File: config.mk
export PLATFORM = sky130hd
export DESIGN_NAME = fht_stream_io
export DESIGN_NICKNAME = d
export VERILOG_FILES = /design/src/rtl/fht_pkg.sv /design/src/rtl/fht_skid_fifo.sv /design/src/rtl/fht_stream_io.sv
export SDC_FILE = /design/constraint.sdc
export NUM_CORES = 1
export LEC_CHECK = 0
export BUFFER_PORTS_ARGS = -buffer_cell sky130_fd_sc_hd__buf_2
export CAP_MARGIN = 40
export CELL_PAD_IN_SITES_DETAIL_PLACEMENT = 1
export CELL_PAD_IN_SITES_GLOBAL_PLACEMENT = 1
export CORE_MARGIN = 2
export CORE_UTILIZATION = 39
export CTS_CLUSTER_SIZE = 40
export DETAILED_ROUTE_END_ITERATION = 10
export PLACE_DENSITY = 0.86
export SLEW_MARGIN = 10
export SYNTH_ARGS = -nofsm -noshare
export SYNTH_HDL_FRONTEND = slang
export SYNTH_SLANG_ARGS = --single-unit
File: constraint.sdc
create_clock -name iCLK -period 3.6 [get_ports iCLK]
set_input_delay 0.72 -clock iCLK [delete_from_list [all_inputs] [get_ports iCLK]]
set_output_delay 0.72 -clock iCLK [all_outputs]
set_load 0.02 [all_outputs]
File: src/rtl/fht_pkg.sv
// Shared constants, FSM states and index helper for the FHT host-side stream block.
package fht_pkg;

    localparam int unsigned N_BANK    = 4;
    localparam int unsigned A_BIT_DEF = 8;
    localparam int unsigned N_PTS     = N_BANK << A_BIT_DEF;

    typedef enum logic [2:0] {
        IDLE,
        LOAD,
        START,
        WAIT_LO,
        RUN,
        UNLOAD
    } fht_state_e;

    // Reverse the low w bits of x; bits above w come back as zero.
    function automatic logic [31:0] bitrev(input logic [31:0] x, input int unsigned w);
        logic [31:0] r;
        r = '0;
        for (int unsigned i = 0; i < 32; i++) begin
            if (i < w) r[5'(w - 1 - i)] = x[5'(i)];
        end
        return r;
    endfunction

endpackage

File: src/rtl/fht_skid_fifo.sv
// Two-entry output FIFO; head and occupancy are registers so oDATA/oVALID come straight from flops.
module fht_skid_fifo
#(
    parameter int unsigned D_BIT = 16
) (
    input  logic             iCLK,
    input  logic             iRESET,
    input  logic             iPUSH,
    input  logic [D_BIT-1:0] iDATA,
    input  logic             iPOP,
    output logic [D_BIT-1:0] oDATA,
    output logic             oVALID,
    output logic [1:0]       oCOUNT
);

    logic [D_BIT-1:0] tail;
    logic [D_BIT-1:0] head_nxt;
    logic [D_BIT-1:0] tail_nxt;
    logic [1:0]       cnt_nxt;
    logic             pop_ok;
    logic             push_ok;

    always_comb begin
        head_nxt = oDATA;
        tail_nxt = tail;
        cnt_nxt  = oCOUNT;
        pop_ok   = iPOP && (oCOUNT != 2'd0);
        push_ok  = iPUSH && ((oCOUNT != 2'd2) || pop_ok);
        case ({push_ok, pop_ok})
            2'b10: begin
                if (oCOUNT == 2'd0) head_nxt = iDATA;
                else                tail_nxt = iDATA;
                cnt_nxt = oCOUNT + 2'd1;
            end
            2'b01: begin
                head_nxt = tail;
                cnt_nxt  = oCOUNT - 2'd1;
            end
            // Simultaneous push and pop keeps the occupancy unchanged.
            2'b11: begin
                if (oCOUNT == 2'd1) begin
                    head_nxt = iDATA;
                end else begin
                    head_nxt = tail;
                    tail_nxt = iDATA;
                end
            end
            default: ;
        endcase
    end

    always_ff @(posedge iCLK) begin
        if (iRESET) begin
            oDATA  <= '0;
            tail   <= '0;
            oCOUNT <= 2'd0;
            oVALID <= 1'b0;
        end else begin
            oDATA  <= head_nxt;
            tail   <= tail_nxt;
            oCOUNT <= cnt_nxt;
            oVALID <= (cnt_nxt != 2'd0);
        end
    end

endmodule

File: src/rtl/fht_stream_io.sv
// Host stream front/back end of the FHT core: loads bank set A, kicks the core, streams results out.
// Define FHT_BITREV_LOAD_EN to bit-reverse the load index in hardware; otherwise samples land in arrival order.
module fht_stream_io
    import fht_pkg::*;
#(
    parameter int unsigned A_BIT = A_BIT_DEF,
    parameter int unsigned D_BIT = 16
) (
    input  logic             iCLK,
    input  logic             iRESET,
    input  logic [D_BIT-1:0] iDATA,
    input  logic             iVALID,
    output logic             oREADY,
    output logic [D_BIT-1:0] oDATA,
    output logic             oVALID,
    input  logic             iREADY,
    output logic             oFHT_START,
    input  logic             iFHT_RDY,
    output logic             oBANK_OWN,
    output logic [A_BIT-1:0] oADDR_WR,
    output logic [D_BIT-1:0] oDATA_WR,
    output logic [3:0]       oWE,
    output logic [A_BIT-1:0] oADDR_RD,
    input  logic [D_BIT-1:0] iDATA_RD_0,
    input  logic [D_BIT-1:0] iDATA_RD_1,
    input  logic [D_BIT-1:0] iDATA_RD_2,
    input  logic [D_BIT-1:0] iDATA_RD_3,
    output logic             oBUSY
);

    localparam int unsigned     C_BIT    = A_BIT + 2;
    localparam int unsigned     N_TOT    = N_BANK << A_BIT;
    localparam logic [C_BIT-1:0] LAST_IDX = C_BIT'(N_TOT - 1);

    fht_state_e       state;
    fht_state_e       state_nxt;
    logic [C_BIT-1:0] load_idx,  load_idx_nxt;
    logic [C_BIT-1:0] issue_idx, issue_idx_nxt;
    logic [C_BIT-1:0] pop_idx,   pop_idx_nxt;
    logic             issue_done, issue_done_nxt;
    logic             rd_vld, rd_vld_nxt;
    logic [1:0]       rd_bank, rd_bank_nxt;

    logic             ready_nxt, start_nxt, own_nxt, busy_nxt;
    logic [A_BIT-1:0] addr_wr_nxt, addr_rd_nxt;
    logic [D_BIT-1:0] data_wr_nxt;
    logic [3:0]       we_nxt;

    logic [C_BIT-1:0] slot_c;
    logic             accept_c, pop_c, issue_c;
    logic [D_BIT-1:0] rd_data_c;
    logic [1:0]       fifo_cnt;

`ifdef FHT_BITREV_LOAD_EN
    assign slot_c = C_BIT'(bitrev(32'(load_idx), C_BIT));
`else
    assign slot_c = load_idx;
`endif

    assign accept_c = iVALID && oREADY;
    assign pop_c    = oVALID && iREADY;
    // Occupancy is taken after this cycle's pop so a steady iREADY=1 stream never bubbles.
    assign issue_c  = (state == UNLOAD) && !issue_done &&
                      ((3'(fifo_cnt) - 3'(pop_c) + 3'(rd_vld)) < 3'd2);

    always_comb begin
        case (rd_bank)
            2'd0:    rd_data_c = iDATA_RD_0;
            2'd1:    rd_data_c = iDATA_RD_1;
            2'd2:    rd_data_c = iDATA_RD_2;
            default: rd_data_c = iDATA_RD_3;
        endcase
    end

    always_comb begin
        state_nxt      = state;
        load_idx_nxt   = load_idx;
        issue_idx_nxt  = issue_idx;
        pop_idx_nxt    = pop_idx;
        issue_done_nxt = issue_done;
        rd_vld_nxt     = issue_c;
        rd_bank_nxt    = rd_bank;
        we_nxt         = 4'b0000;
        addr_wr_nxt    = oADDR_WR;
        data_wr_nxt    = oDATA_WR;

        case (state)
            IDLE: begin
                if (iFHT_RDY) state_nxt = LOAD;
            end
            LOAD: begin
                if (accept_c) begin
                    we_nxt       = 4'b0001 << slot_c[1:0];
                    addr_wr_nxt  = slot_c[C_BIT-1:2];
                    data_wr_nxt  = iDATA;
                    load_idx_nxt = load_idx + C_BIT'(1);
                    if (load_idx == LAST_IDX) state_nxt = START;
                end
            end
            START: begin
                state_nxt = WAIT_LO;
            end
            WAIT_LO: begin
                if (!iFHT_RDY) state_nxt = RUN;
            end
            RUN: begin
                if (iFHT_RDY) begin
                    state_nxt      = UNLOAD;
                    issue_done_nxt = 1'b0;
                end
            end
            UNLOAD: begin
                if (issue_c) begin
                    rd_bank_nxt   = issue_idx[1:0];
                    issue_idx_nxt = issue_idx + C_BIT'(1);
                    if (issue_idx == LAST_IDX) issue_done_nxt = 1'b1;
                end
                if (pop_c) begin
                    pop_idx_nxt = pop_idx + C_BIT'(1);
                    if (pop_idx == LAST_IDX) state_nxt = IDLE;
                end
            end
            default: begin
                state_nxt = IDLE;
            end
        endcase

        // The read address leads the issue so the RAM already holds it when the read is issued.
        addr_rd_nxt = issue_idx_nxt[C_BIT-1:2];
        ready_nxt   = (state_nxt == LOAD);
        start_nxt   = (state_nxt == START);
        own_nxt     = (state_nxt == LOAD) || (state_nxt == UNLOAD);
        busy_nxt    = (state_nxt != IDLE);
    end

    always_ff @(posedge iCLK) begin
        if (iRESET) begin
            state      <= IDLE;
            load_idx   <= '0;
            issue_idx  <= '0;
            pop_idx    <= '0;
            issue_done <= 1'b0;
            rd_vld     <= 1'b0;
            rd_bank    <= 2'd0;
            oREADY     <= 1'b0;
            oFHT_START <= 1'b0;
            oBANK_OWN  <= 1'b0;
            oBUSY      <= 1'b0;
            oADDR_WR   <= '0;
            oDATA_WR   <= '0;
            oWE        <= 4'b0000;
            oADDR_RD   <= '0;
        end else begin
            state      <= state_nxt;
            load_idx   <= load_idx_nxt;
            issue_idx  <= issue_idx_nxt;
            pop_idx    <= pop_idx_nxt;
            issue_done <= issue_done_nxt;
            rd_vld     <= rd_vld_nxt;
            rd_bank    <= rd_bank_nxt;
            oREADY     <= ready_nxt;
            oFHT_START <= start_nxt;
            oBANK_OWN  <= own_nxt;
            oBUSY      <= busy_nxt;
            oADDR_WR   <= addr_wr_nxt;
            oDATA_WR   <= data_wr_nxt;
            oWE        <= we_nxt;
            oADDR_RD   <= addr_rd_nxt;
        end
    end

    fht_skid_fifo #(
        .D_BIT (D_BIT)
    ) u_fifo (
        .iCLK   (iCLK),
        .iRESET (iRESET),
        .iPUSH  (rd_vld),
        .iDATA  (rd_data_c),
        .iPOP   (pop_c),
        .oDATA  (oDATA),
        .oVALID (oVALID),
        .oCOUNT (fifo_cnt)
    );

endmodule

==> reports/results.ini <==
[route]
drc=0
vias_per_cell=5.33
final_antenna_net_count=0
drt_wl_total_um=12500
drtPass1Iterations=4
detailroute.via_count=4181
drtIter0Drc=203
route.detailed.wl_per_inst_um=16.0

[setup_path]
worstPathBufferInverterCount=2
critPathCaptureType=flop
critPathRequiredTime_ns=3.87
worstRegToRegCells=9
setup.worst_path.class=primary input to flop
cp.arrival_ns=3.11
critical_path.most_common_cell=nor2_1
critical-path-max-stage-delay_ns=0.56
critical_path_peak_fanout=7
cpMaxStageDelayCell=or4_1
cp_num_cells=10
critical_path.top_delay_family=simple AND/OR/NAND/NOR gates
critPathLaunchType=primary input
cell_chain_critical_path=buf_2, nand2_2, inv_1, ha_1, nor2_1, fa_1, nor2_1, nand4_1, or4_1, a21oi_1

[floorplan]
core-area_mm2=0.0120
ios=142
fp.dieW_um=115
dieHeight_um=115
placementRows=40
fp.dieArea_mm2=0.0132
start_util_pct=40.0

[timing]
unrepaired_setup_endpoints_after_global_routing=no
timing_worst_slew_pin_value_ns=0.720
min_period_over_period_pct=78.9
timing.fmax_mhz=352
finalMaxSlewViolations=0
max-slew-margin-rel_pct=51.9
minimum_clock_period_ns=2.84
final-setup-viol-count=0
finalHoldViolCount=0
totalNegativeSetupSlack_ns=0
worst_clock_skew_ns=0.00633

[logic_synthesis]
ys.flop_type=dfxtp_1
ys_warn_count=0
asyncSetResetFlopFracSynth_pct=0
library_cell_occupying_the_most_area_in_the_post_synthesis_netlist=dfxtp_1
mean_syn_cell_area_um2=9.43
synth_sequential_area_ratio_pct=43.4
unique_masters_post_synth=55
synth_largest_type_area_fraction_pct=43.4
post_synth_main_area_contributors=dfxtp_1 43%, mux2i_1 7.5%, mux4_2 7.5%
synth.cell_area_mm2=0.00480
netlist_instances=509
mappedNetlistNets=602
postSynthRegisterBits=104
edff_count_synth=0

[power]
power_report.internal_total_mw=1.92
comb_power_share_pct=5.5
ir_worst_vdd_mv=0.223
power.density_cell_area_mw_per_mm2=410
totalPowerFinal_mw=2.44
clockPowerShare_pct=46.7
power.net_switching_mw=0.511
power.share.switching_pct=21.0
leakagePower_nw=2.41
share_seq_of_total_power_pct=47.7

[global_route]
grt_pass1_vias=4516
grt_pass1_wl_um=20900
global_route.usage.total_pct=19.6
grt_remaining_overflow=0
largest_net_degree_at_the_start_of_global_routing=44
grt_antenna_before_repair=0

[layout]
finish.utilization_pct=49.4
filler_cell_count=1410
area_growth_pct=23.7
final_layout_size_suffix_gt1_share_pct=29.8
most-common-layout-cells=141 x buf_2, 104 x dfxtp_1, 65 x nand2_1
num-nets-final=725
layout_commonest_cell=buf_2
insertedDiodeCount=0

[clock_network]
cts_htree_levels=3
cts_tree=done
cts_setup_buffers=0
ctsResizeCount=0
root_buffer=clkbuf_16
tritoncts.num_buffers=9
clock_pin_slew_on_the_worst_setup_and_hold_paths_ns=0.07
cts.sink_count=104
clkLatencyLatePin_ns=0.34
cts_hold_repair.buffers=0
cts.path.max_buffers=2

[hold_path]
worstHoldPathType=flop to flop
depth_of_the_worst_hold_timing_path=2

[place]
globalplace.congestion=0.780
detailedPlacementHpwl_um=9480
placement.io_buffers=141

[outcome]
run_status=completed

[run]
maxCapViolations=0

## worst min-delay path, cell delays in order, from the launching register on
cell and delay (ns):
dfxtp_1 0.31, nand2_1 0.05, a21oi_1 0.05
## metal layers
layer	vias up	GRT usage, %	part of all wire (%)
li1	2038	-	-
met1	1976	21.9	40
met2	149	36.0	52
met3	18	3.80	6.2
met4	0	8.76	2.0
met5	-	0	0
## power groups by stage
stage | Combinational (mW) | Clock (mW) | Sequential [mW]
after floorplan | 0.0600 | 0 | 1.20
after global placement | 0.127 | 0 | 1.19
after detailed placement | 0.136 | 0 | 1.19
after CTS | 0.137 | 1.17 | 1.16
after global routing | 0.149 | 1.21 | 1.16
final | 0.135 | 1.14 | 1.16
## through the flow
step                hold WS, ns  std cells  cell area, um^2  setup WS (ns)
floorplan                 0.441        509             4800          0.807
global placement          0.438        764             5530          0.506
detailed placement        0.445        768             5580          0.420
CTS                       0.455        784             5940          0.775
global route              0.476        784             5940          0.417
finish                    0.453        784             5940          0.758
## layout make-up
class | instances | area [um^2] | area share [%]
multi-input cells | 357 | 2480 | 41.8
flip-flops and latches | 104 | 2080 | 35.1
repair buffers | 149 | 792 | 13.3
clock buffers | 10 | 239 | 4.02
well taps | 147 | 184 | 3.10
clock inverters | 6 | 116 | 1.96
inverters | 11 | 41.3 | 0.695
## sequential cells by signal, indices dropped and copies added, names as in the netlist, 3 cells and up
| register | cells |
|---|---|
| oWE | 4 |
| u_fifo.oDATA | 16 |
| oADDR_WR | 8 |
| u_fifo.tail | 16 |
| oDATA_WR | 16 |
| issue_idx | 10 |
| pop_idx | 10 |
| state | 3 |
| load_idx | 10 |
## cell families after synthesis
kind of cell	after synthesis	synth area share (%)
buffers and inverters	48	4.90
xor gates and xnor gates	18	3.28
and+or+nand+nor	201	20.7
adders and majority gates	8	2.24
DFF	104	43.4
muxes	52	15.0
AOI/OAI and AO/OA	78	10.5
## path summary, 6_finish.rpt
path / start / endpoint / slack [ns]
worst max-delay path: iREADY / issue_idx[8] / 0.76
worst min-delay path: oDATA_WR[11] / oDATA_WR[11] / 0.45
worst max register to register: u_fifo.oVALID / issue_idx[8] / 0.84
worst min register to register: oDATA_WR[11] / oDATA_WR[11] / 0.45
## cell usage after synthesis, drive strengths merged, types with 9 or more instances
cell type and instances:
mux2i 36, o21ai 10, nand4 13, nor2 63, a21oi 37, clkbuf 18
xor2 11, inv 11, buf 19, mux4 16, dfxtp 104, or3 9
nand2 66, a211oi 16
(Power assumes the default switching activity.)
